==> config.mk <==
export PLATFORM = sky130hd
export DESIGN_NAME = spi_responder
export DESIGN_NICKNAME = d
export VERILOG_FILES = /design/src/rtl/spi_resp_pkg.sv /design/src/rtl/spi_resp_fifo.sv /design/src/rtl/spi_responder.sv
export SDC_FILE = /design/constraint.sdc
export NUM_CORES = 2
export LEC_CHECK = 0
export ABC_AREA = 1
export BUFFER_PORTS_ARGS = -buffer_cell sky130_fd_sc_hd__buf_2
export CORE_MARGIN = 4
export CORE_UTILIZATION = 50
export CTS_BUF_LIST = sky130_fd_sc_hd__clkbuf_16
export DETAILED_ROUTE_END_ITERATION = 12
export GPL_TIMING_DRIVEN = 0
export PLACE_DENSITY = 0.68
export SLEW_MARGIN = 20
export SYNTH_ARGS = -nofsm -noshare
export SYNTH_HDL_FRONTEND = slang
export SYNTH_SLANG_ARGS = --single-unit
==> constraint.sdc <==
create_clock -name CLK -period 19.33 [get_ports CLK]
set_input_delay 4.8325 -clock CLK [delete_from_list [all_inputs] [get_ports CLK]]
set_output_delay 4.8325 -clock CLK [all_outputs]
set_load 0.02 [all_outputs]
==> src/rtl/spi_resp_pkg.sv <==
// Shared definitions for the SPI responder: command opcodes, the
// transaction state enum and the opcode-decode helper.
package spi_resp_pkg;

  localparam logic [7:0] OP_WRITE     = 8'h0A;
  localparam logic [7:0] OP_REG_READ  = 8'h0B;
  localparam logic [7:0] OP_FIFO_READ = 8'h0D;

  typedef enum logic [2:0] {
    IDLE,
    INSTR,
    ADDR,
    DATA,
    IGNORE
  } state_e;

  // FIFO_READ is only a legal command when the sample FIFO is built in.
  function automatic logic is_valid_op(input logic [7:0] op, input logic fifo_en);
    return (op == OP_REG_READ) || (op == OP_WRITE) || (fifo_en && (op == OP_FIFO_READ));
  endfunction

endpackage

==> src/rtl/spi_resp_fifo.sv <==
// Synchronous byte FIFO for the SPI responder sample path.
// Ports:
//   clk_i, rst_i      clock, async active-high reset (FIFO empties)
//   push_i, din_i     write strobe and byte
//   pop_i             remove head entry
//   dout_o            head entry (combinational read)
//   full_o, empty_o   occupancy flags
// A push while full is dropped unless a pop happens in the same cycle.
module spi_resp_fifo #(
  parameter int DEPTH = 16
) (
  input  logic       clk_i,
  input  logic       rst_i,
  input  logic       push_i,
  input  logic [7:0] din_i,
  input  logic       pop_i,
  output logic [7:0] dout_o,
  output logic       full_o,
  output logic       empty_o
);
  localparam int AW = $clog2(DEPTH);

  logic [7:0]  mem_q [DEPTH];
  logic [AW:0] wr_q, rd_q;
  logic        push_ok, pop_ok;

  // Extra pointer MSB distinguishes full from empty when the indices match.
  assign empty_o = (wr_q == rd_q);
  assign full_o  = (wr_q[AW] != rd_q[AW]) && (wr_q[AW-1:0] == rd_q[AW-1:0]);
  assign push_ok = push_i && (!full_o || pop_i);
  assign pop_ok  = pop_i && !empty_o;
  assign dout_o  = mem_q[rd_q[AW-1:0]];

  always_ff @(posedge clk_i or posedge rst_i) begin
    if (rst_i) begin
      wr_q <= '0;
      rd_q <= '0;
    end else begin
      if (push_ok) wr_q <= wr_q + 1'b1;
      if (pop_ok)  rd_q <= rd_q + 1'b1;
    end
  end

  always_ff @(posedge clk_i) begin
    if (push_ok) mem_q[wr_q[AW-1:0]] <= din_i;
  end

endmodule

==> src/rtl/spi_responder.sv <==
// SPI mode-0 responder: instruction byte, address byte, then data bytes.
// Serves register reads (addr 0 reads DEVID), accepts register writes
// (addr 0 read-only) and drains an optional sample FIFO.
// Build option: define SPI_RESP_FIFO_EN to include the sample FIFO and the
// FIFO_READ (0x0D) command; without it 0x0D is ignored and FIFO_FULL is 0.
// Ports:
//   CLK, RST                 system clock, async active-high reset
//   SCLK, CS, MOSI           SPI pins (async, synchronised internally)
//   MISO, MISO_OE            SPI read data and output enable
//   LCL_WE/ADDR/WDATA        local register-file write port
//   FIFO_PUSH/DIN/FULL       sample FIFO fill side
//   WR_STB/ADDR/DATA         one-CLK report of each SPI-written byte
//   BUSY                     transaction in progress
module spi_responder
  import spi_resp_pkg::*;
#(
  parameter int         ADDR_W     = 6,
  parameter int         FIFO_DEPTH = 16,
  parameter logic [7:0] DEVID      = 8'hAD
) (
  input  logic              CLK,
  input  logic              RST,
  input  logic              SCLK,
  input  logic              CS,
  input  logic              MOSI,
  output logic              MISO,
  output logic              MISO_OE,
  input  logic              LCL_WE,
  input  logic [ADDR_W-1:0] LCL_ADDR,
  input  logic [7:0]        LCL_WDATA,
  input  logic              FIFO_PUSH,
  input  logic [7:0]        FIFO_DIN,
  output logic              FIFO_FULL,
  output logic              WR_STB,
  output logic [ADDR_W-1:0] WR_ADDR,
  output logic [7:0]        WR_DATA,
  output logic              BUSY
);

`ifdef SPI_RESP_FIFO_EN
  localparam logic FIFO_EN = 1'b1;
`else
  localparam logic FIFO_EN = 1'b0;
`endif

  // Synchronisers: [0],[1] are the 2-FF chain, [2] is the edge-detect history.
  logic [2:0] sclk_q, cs_q, mosi_q;
  always_ff @(posedge CLK or posedge RST) begin
    if (RST) begin
      sclk_q <= '0;
      cs_q   <= '1;
      mosi_q <= '0;
    end else begin
      sclk_q <= {sclk_q[1:0], SCLK};
      cs_q   <= {cs_q[1:0], CS};
      mosi_q <= {mosi_q[1:0], MOSI};
    end
  end

  logic sclk_rise, sclk_fall, cs_fall, cs_rise, mosi_s;
  assign sclk_rise = sclk_q[1] && !sclk_q[2];
  assign sclk_fall = !sclk_q[1] && sclk_q[2];
  assign cs_fall   = !cs_q[1] && cs_q[2];
  assign cs_rise   = cs_q[1] && !cs_q[2];
  assign mosi_s    = mosi_q[1];

  state_e            state_q, state_d;
  logic [2:0]        bit_cnt_q;
  logic [7:0]        sh_q, op_q, tx_q;
  logic [ADDR_W-1:0] addr_q;
  logic              miso_q;
  logic              wr_stb_q;
  logic [ADDR_W-1:0] wr_addr_q;
  logic [7:0]        wr_data_q;
  logic [7:0]        regs_q [2**ADDR_W];

  logic [7:0] rx_byte, tx_src, fifo_dout;
  logic       rx_active, byte_done, spi_we, tx_load, tx_shift, fifo_empty;

  assign rx_byte   = {sh_q[6:0], mosi_s};
  assign rx_active = (state_q == INSTR) || (state_q == ADDR) || (state_q == DATA);
  assign byte_done = sclk_rise && rx_active && (bit_cnt_q == 3'd7);
  assign spi_we    = byte_done && (state_q == DATA) && (op_q == OP_WRITE) && (addr_q != '0);

  // A new read byte is loaded on the first fall of each byte slot; the
  // remaining seven falls of the slot shift it out.
  assign tx_load  = sclk_fall && (state_q == DATA) && (op_q != OP_WRITE) && (bit_cnt_q == 3'd0);
  assign tx_shift = sclk_fall && (state_q == DATA) && (op_q != OP_WRITE) && (bit_cnt_q != 3'd0);

  always_comb begin
    tx_src = (addr_q == '0) ? DEVID : regs_q[addr_q];
    if (op_q == OP_FIFO_READ) tx_src = fifo_empty ? 8'h00 : fifo_dout;
  end

`ifdef SPI_RESP_FIFO_EN
  logic fifo_pop;
  assign fifo_pop = tx_load && (op_q == OP_FIFO_READ) && !fifo_empty;

  spi_resp_fifo #(.DEPTH(FIFO_DEPTH)) u_fifo (
    .clk_i  (CLK),
    .rst_i  (RST),
    .push_i (FIFO_PUSH),
    .din_i  (FIFO_DIN),
    .pop_i  (fifo_pop),
    .dout_o (fifo_dout),
    .full_o (FIFO_FULL),
    .empty_o(fifo_empty)
  );
`else
  localparam int unused_fifo_depth = FIFO_DEPTH;
  logic unused_fifo_in;
  assign unused_fifo_in = ^{FIFO_PUSH, FIFO_DIN};
  assign fifo_dout      = 8'h00;
  assign fifo_empty     = 1'b1;
  assign FIFO_FULL      = 1'b0;
`endif

  // FSM: state register
  always_ff @(posedge CLK or posedge RST) begin
    if (RST) state_q <= IDLE;
    else     state_q <= state_d;
  end

  // FSM: next state
  always_comb begin
    state_d = state_q;
    case (state_q)
      IDLE:    if (cs_fall) state_d = INSTR;
      INSTR:   if (byte_done) state_d = is_valid_op(rx_byte, FIFO_EN) ? ADDR : IGNORE;
      ADDR:    if (byte_done) state_d = DATA;
      default: state_d = state_q;
    endcase
    if (cs_rise) state_d = IDLE;
  end

  // FSM: outputs
  always_comb begin
    BUSY    = (state_q != IDLE);
    MISO    = (state_q == DATA) ? miso_q : 1'b0;
    MISO_OE = !cs_q[1];
    WR_STB  = wr_stb_q;
    WR_ADDR = wr_addr_q;
    WR_DATA = wr_data_q;
  end

  // Receive shifter, address/opcode capture, transmit shifter, write report.
  always_ff @(posedge CLK or posedge RST) begin
    if (RST) begin
      bit_cnt_q <= '0;
      sh_q      <= '0;
      op_q      <= '0;
      addr_q    <= '0;
      tx_q      <= '0;
      miso_q    <= 1'b0;
      wr_stb_q  <= 1'b0;
      wr_addr_q <= '0;
      wr_data_q <= '0;
    end else begin
      wr_stb_q <= spi_we;
      if (spi_we) begin
        wr_addr_q <= addr_q;
        wr_data_q <= rx_byte;
      end

      if (cs_fall) bit_cnt_q <= '0;
      else if (sclk_rise && rx_active) begin
        sh_q      <= rx_byte;
        bit_cnt_q <= bit_cnt_q + 3'd1;
      end

      if (byte_done) begin
        case (state_q)
          INSTR:   op_q   <= rx_byte;
          ADDR:    addr_q <= rx_byte[ADDR_W-1:0];
          DATA:    addr_q <= addr_q + 1'b1;
          default: ;
        endcase
      end

      if (state_q != DATA) begin
        tx_q   <= '0;
        miso_q <= 1'b0;
      end else if (tx_load) begin
        tx_q   <= tx_src;
        miso_q <= tx_src[7];
      end else if (tx_shift) begin
        tx_q   <= {tx_q[6:0], 1'b0};
        miso_q <= tx_q[6];
      end
    end
  end

  // Register file; the SPI write is ordered last so it wins an address collision.
  always_ff @(posedge CLK or posedge RST) begin
    if (RST) begin
      for (int i = 0; i < 2**ADDR_W; i++) regs_q[i] <= '0;
    end else begin
      if (LCL_WE) regs_q[LCL_ADDR] <= LCL_WDATA;
      if (spi_we) regs_q[addr_q]   <= rx_byte;
    end
  end

endmodule
==> flow_metrics.tcl <==
set metrics [dict create \
    post_cts_buffers 0 \
    syn_area_sq_um 33490 \
    clock.fmax_mhz 143.4 \
    routed_wl_um 158600 \
    cts_max_path_buffers 3 \
    drt-wirelength-per-cell_um 27.58 \
    gp_routability_congestion 1.102 \
    synth.net_count 4739 \
    startpoint_type "input port" \
    max_stage_delay_ns 0.92 \
    rows 94 \
    clk_latency_ns 0.65 \
    vias 35720 \
    period_share 0.3607 \
    crit_family "buffers and inverters" \
    firstDrtPassIters 9 \
    grt_pass1_wl_um 223600 \
    grt_max_degree 35 \
    clk_pin_slew_worst_paths_ns 0.05 \
    r2r_cells 12 \
    slew_headroom 0.05464 \
    synth_ff_type "dfrtp_1" \
    die_h_um 266.8 \
    crit_type "in2reg" \
    cts_root_buf "clkbuf_16" \
    antenna_left 0 \
    rsz0062_at_grt "no" \
    coreArea_sq_um 66100 \
    drt-initial-drc-count 5716 \
    synthToLayoutAreaGrowth_pct 12.10 \
    via_per_inst 6.209 \
    leakage_nw 20.14 \
    synth_area_per_cell_sq_um 7.121 \
    final.setup.tns_ns 0 \
    ys_seq_area_frac 0.4260 \
    post-route-drc-count 0 \
    clock_skew_ns 0.02048 \
    antenna_found_initial 8 \
    grt_pass1_vias 31650 \
    synth_edf_count 0 \
    die_w_um 266.8 \
    nets 4868 \
    cts_tree "built" \
    cp_num_cells 7 \
    htreeDepth 3 \
    timing_worst_slew_pin_value_ns 1.418 \
    detailed_place_hpwl_um 106300 \
    grt.total_usage 0.4354 \
    clock_sinks 570 \
    power_density_nw_per_um2 102.1 \
    ys_types 39 \
    async_reset_ff_frac 1.000 \
    worstPathRequired_ns 19.80 \
    io_buffers 33 \
    hold_path_class "reg2reg" \
    end_kind "flip-flop" \
    drv_cap 0 \
    io_pins 48 \
    fill_cells 6472 \
    crit_buf_inv 4 \
    grt_overflow_total 0 \
    hold_violations 0 \
    cp_cell_sequence "buf_2 -> inv_1 -> clkbuf_1 -> clkbuf_1 -> o21ai_0 -> nand2_1 -> o21ai_0" \
    synth_warnings 0 \
    cp_max_fo 10 \
    setup_violations 0 \
    hold_slack_ns 0.3451 \
    ir_drop_uv 70.22 \
    die_area_sq_um 71180 \
    final_layout_size_suffix_gt1_frac 0.1117 \
    total_power_mw 3.833 \
    syn_inst 4703 \
    cp_data_arrival_time_ns 7.44 \
    min_period_ns 6.972 \
    holdPathStages 0 \
    synth-seq-cells 570 \
    status "finished, final reports clean" \
    cts_hold_buf 0 \
    cts_buffers 68 \
    start_util 0.5067 \
    ctsResizeCount 0 \
    maxSlewViolCount 0 \
    crit_slowest_cell "clkbuf_1" \
]
[cell families after synthesis]
group,share of synthesized area
other,0.0001120
multiplexers,0.01614
AO/OA/AOI/OAI,0.1891
XOR/XNOR,0.0002616
AND/OR/NAND/NOR,0.2901
buffers and inverters,0.07569
adder cells (fa/ha/maj),0.002615
flip-flops,0.4260
[state kept, by name, indices dropped and copies added (netlist names)]
signal and flops:
sh_q 7, cs_q 3, tx_q 7, sclk_q 3
mosi_q 2, WR_STB 1, state_q 3, bit_cnt_q 3
op_q 8, WR_ADDR 6, WR_DATA 8, regs_q 512
miso_q 1, addr_q 6
[layout by cell type, fill, tap and decap left out, types with 9 or more instances in the layout]
master     instances
nand2_1         2108
o21ai_0          676
dfrtp_1          567
o21ai_1          305
inv_1            218
clkbuf_1         209
o21ai_2          116
nor2_1            99
buf_2             73
clkbuf_16         71
buf_6             51
mux2_2            48
nand2_4           47
nand3_1           39
o211ai_1          33
buf_12            20
clkbuf_2          19
a21oi_1           16
inv_2             14
clkinv_1          14
diode_2           11
nand4_1           11
nor3_2            11
bufinv_16         11
nor2_2             9
nor3_1             9
clkinv_2           9
[report_power, final]
group          internal (mW)  total, mW  switching [mW]
clock                  0.811       1.37           0.560
sequential              1.40       1.54           0.140
combinational          0.271      0.920           0.649
total                   2.48       3.83            1.35
[worst reg2reg max path: stages, from the launching register on]
cell     delay [ns]
dfrtp_1        0.35
buf_2          0.24
nand2_1        0.54
nor2_1         1.15
buf_2          0.82
a22oi_1        0.24
nand3_1        0.27
nand2_1        0.10
nand2_1        0.17
nor2_1         0.05
nand2_1        0.17
nand2_1        0.07
nand2_1        0.06
[through the flow]
step                      area (sq um)    util  setup slack [ns]  instances
final                            37540  0.5680             12.36       5753
after global routing             37520  0.5676             12.34       5743
after CTS                        37510  0.5674             12.46       5742
after detailed placement         35220  0.5328             11.82       5626
after global placement           34740  0.5256             2.830       5600
after floorplan                  33490       -             6.736       4703
[final cells by class]
| cell class | instances | area, sq um | share of cell area |
|---|---|---|---|
| Timing Repair Buffer | 59 | 620.6 | 0.01653 |
| Antenna cell | 11 | 27.53 | 0.0007332 |
| Clock buffer | 71 | 1777 | 0.04733 |
| Multi-Input combinational cell | 3575 | 16690 | 0.4446 |
| Inverter | 228 | 859.6 | 0.02290 |
| Clock inverter | 45 | 511.7 | 0.01363 |
| Sequential cell | 570 | 14270 | 0.3800 |
| Tap cell | 864 | 1081 | 0.02880 |
| Buffer | 330 | 1704 | 0.04539 |
[cell usage after synthesis (39+ instances only)]
cell	count	area [sq um]
buf_6	47	529.3
o21ai_0	677	3388
mux2_2	48	540.5
inv_1	212	795.8
clkbuf_1	228	855.8
nand2_1	2108	7913
nor2_1	99	371.6
nand3_1	39	195.2
dfrtp_1	567	14190
buf_2	39	195.2
o21ai_1	304	1521
nand2_4	47	529.3
o21ai_2	116	1016
[layer usage]
metal | vias up | share of wire | track usage
met5 | - | 0.00030 | 0
met4 | 6 | 0.089 | 0.2897
met3 | 717 | 0.15 | 0.1583
met2 | 2814 | 0.40 | 0.6047
met1 | 16780 | 0.36 | 0.5690
li1 | 15410 | - | -
[worst paths after layout]
check                      slack (ns)     endpoint    startpoint
max in group asynchronous       13.46  regs_q[338]           RST
min in group asynchronous        4.31  regs_q[106]           RST
hold / removal                   0.35    mosi_q[1]     mosi_q[0]
setup reg to reg                15.03      tx_q[0]     addr_q[1]
setup / recovery                12.36  regs_q[489]  LCL_WDATA[1]
hold reg to reg                  0.35    mosi_q[1]     mosi_q[0]
(Power assumes the default switching activity.)
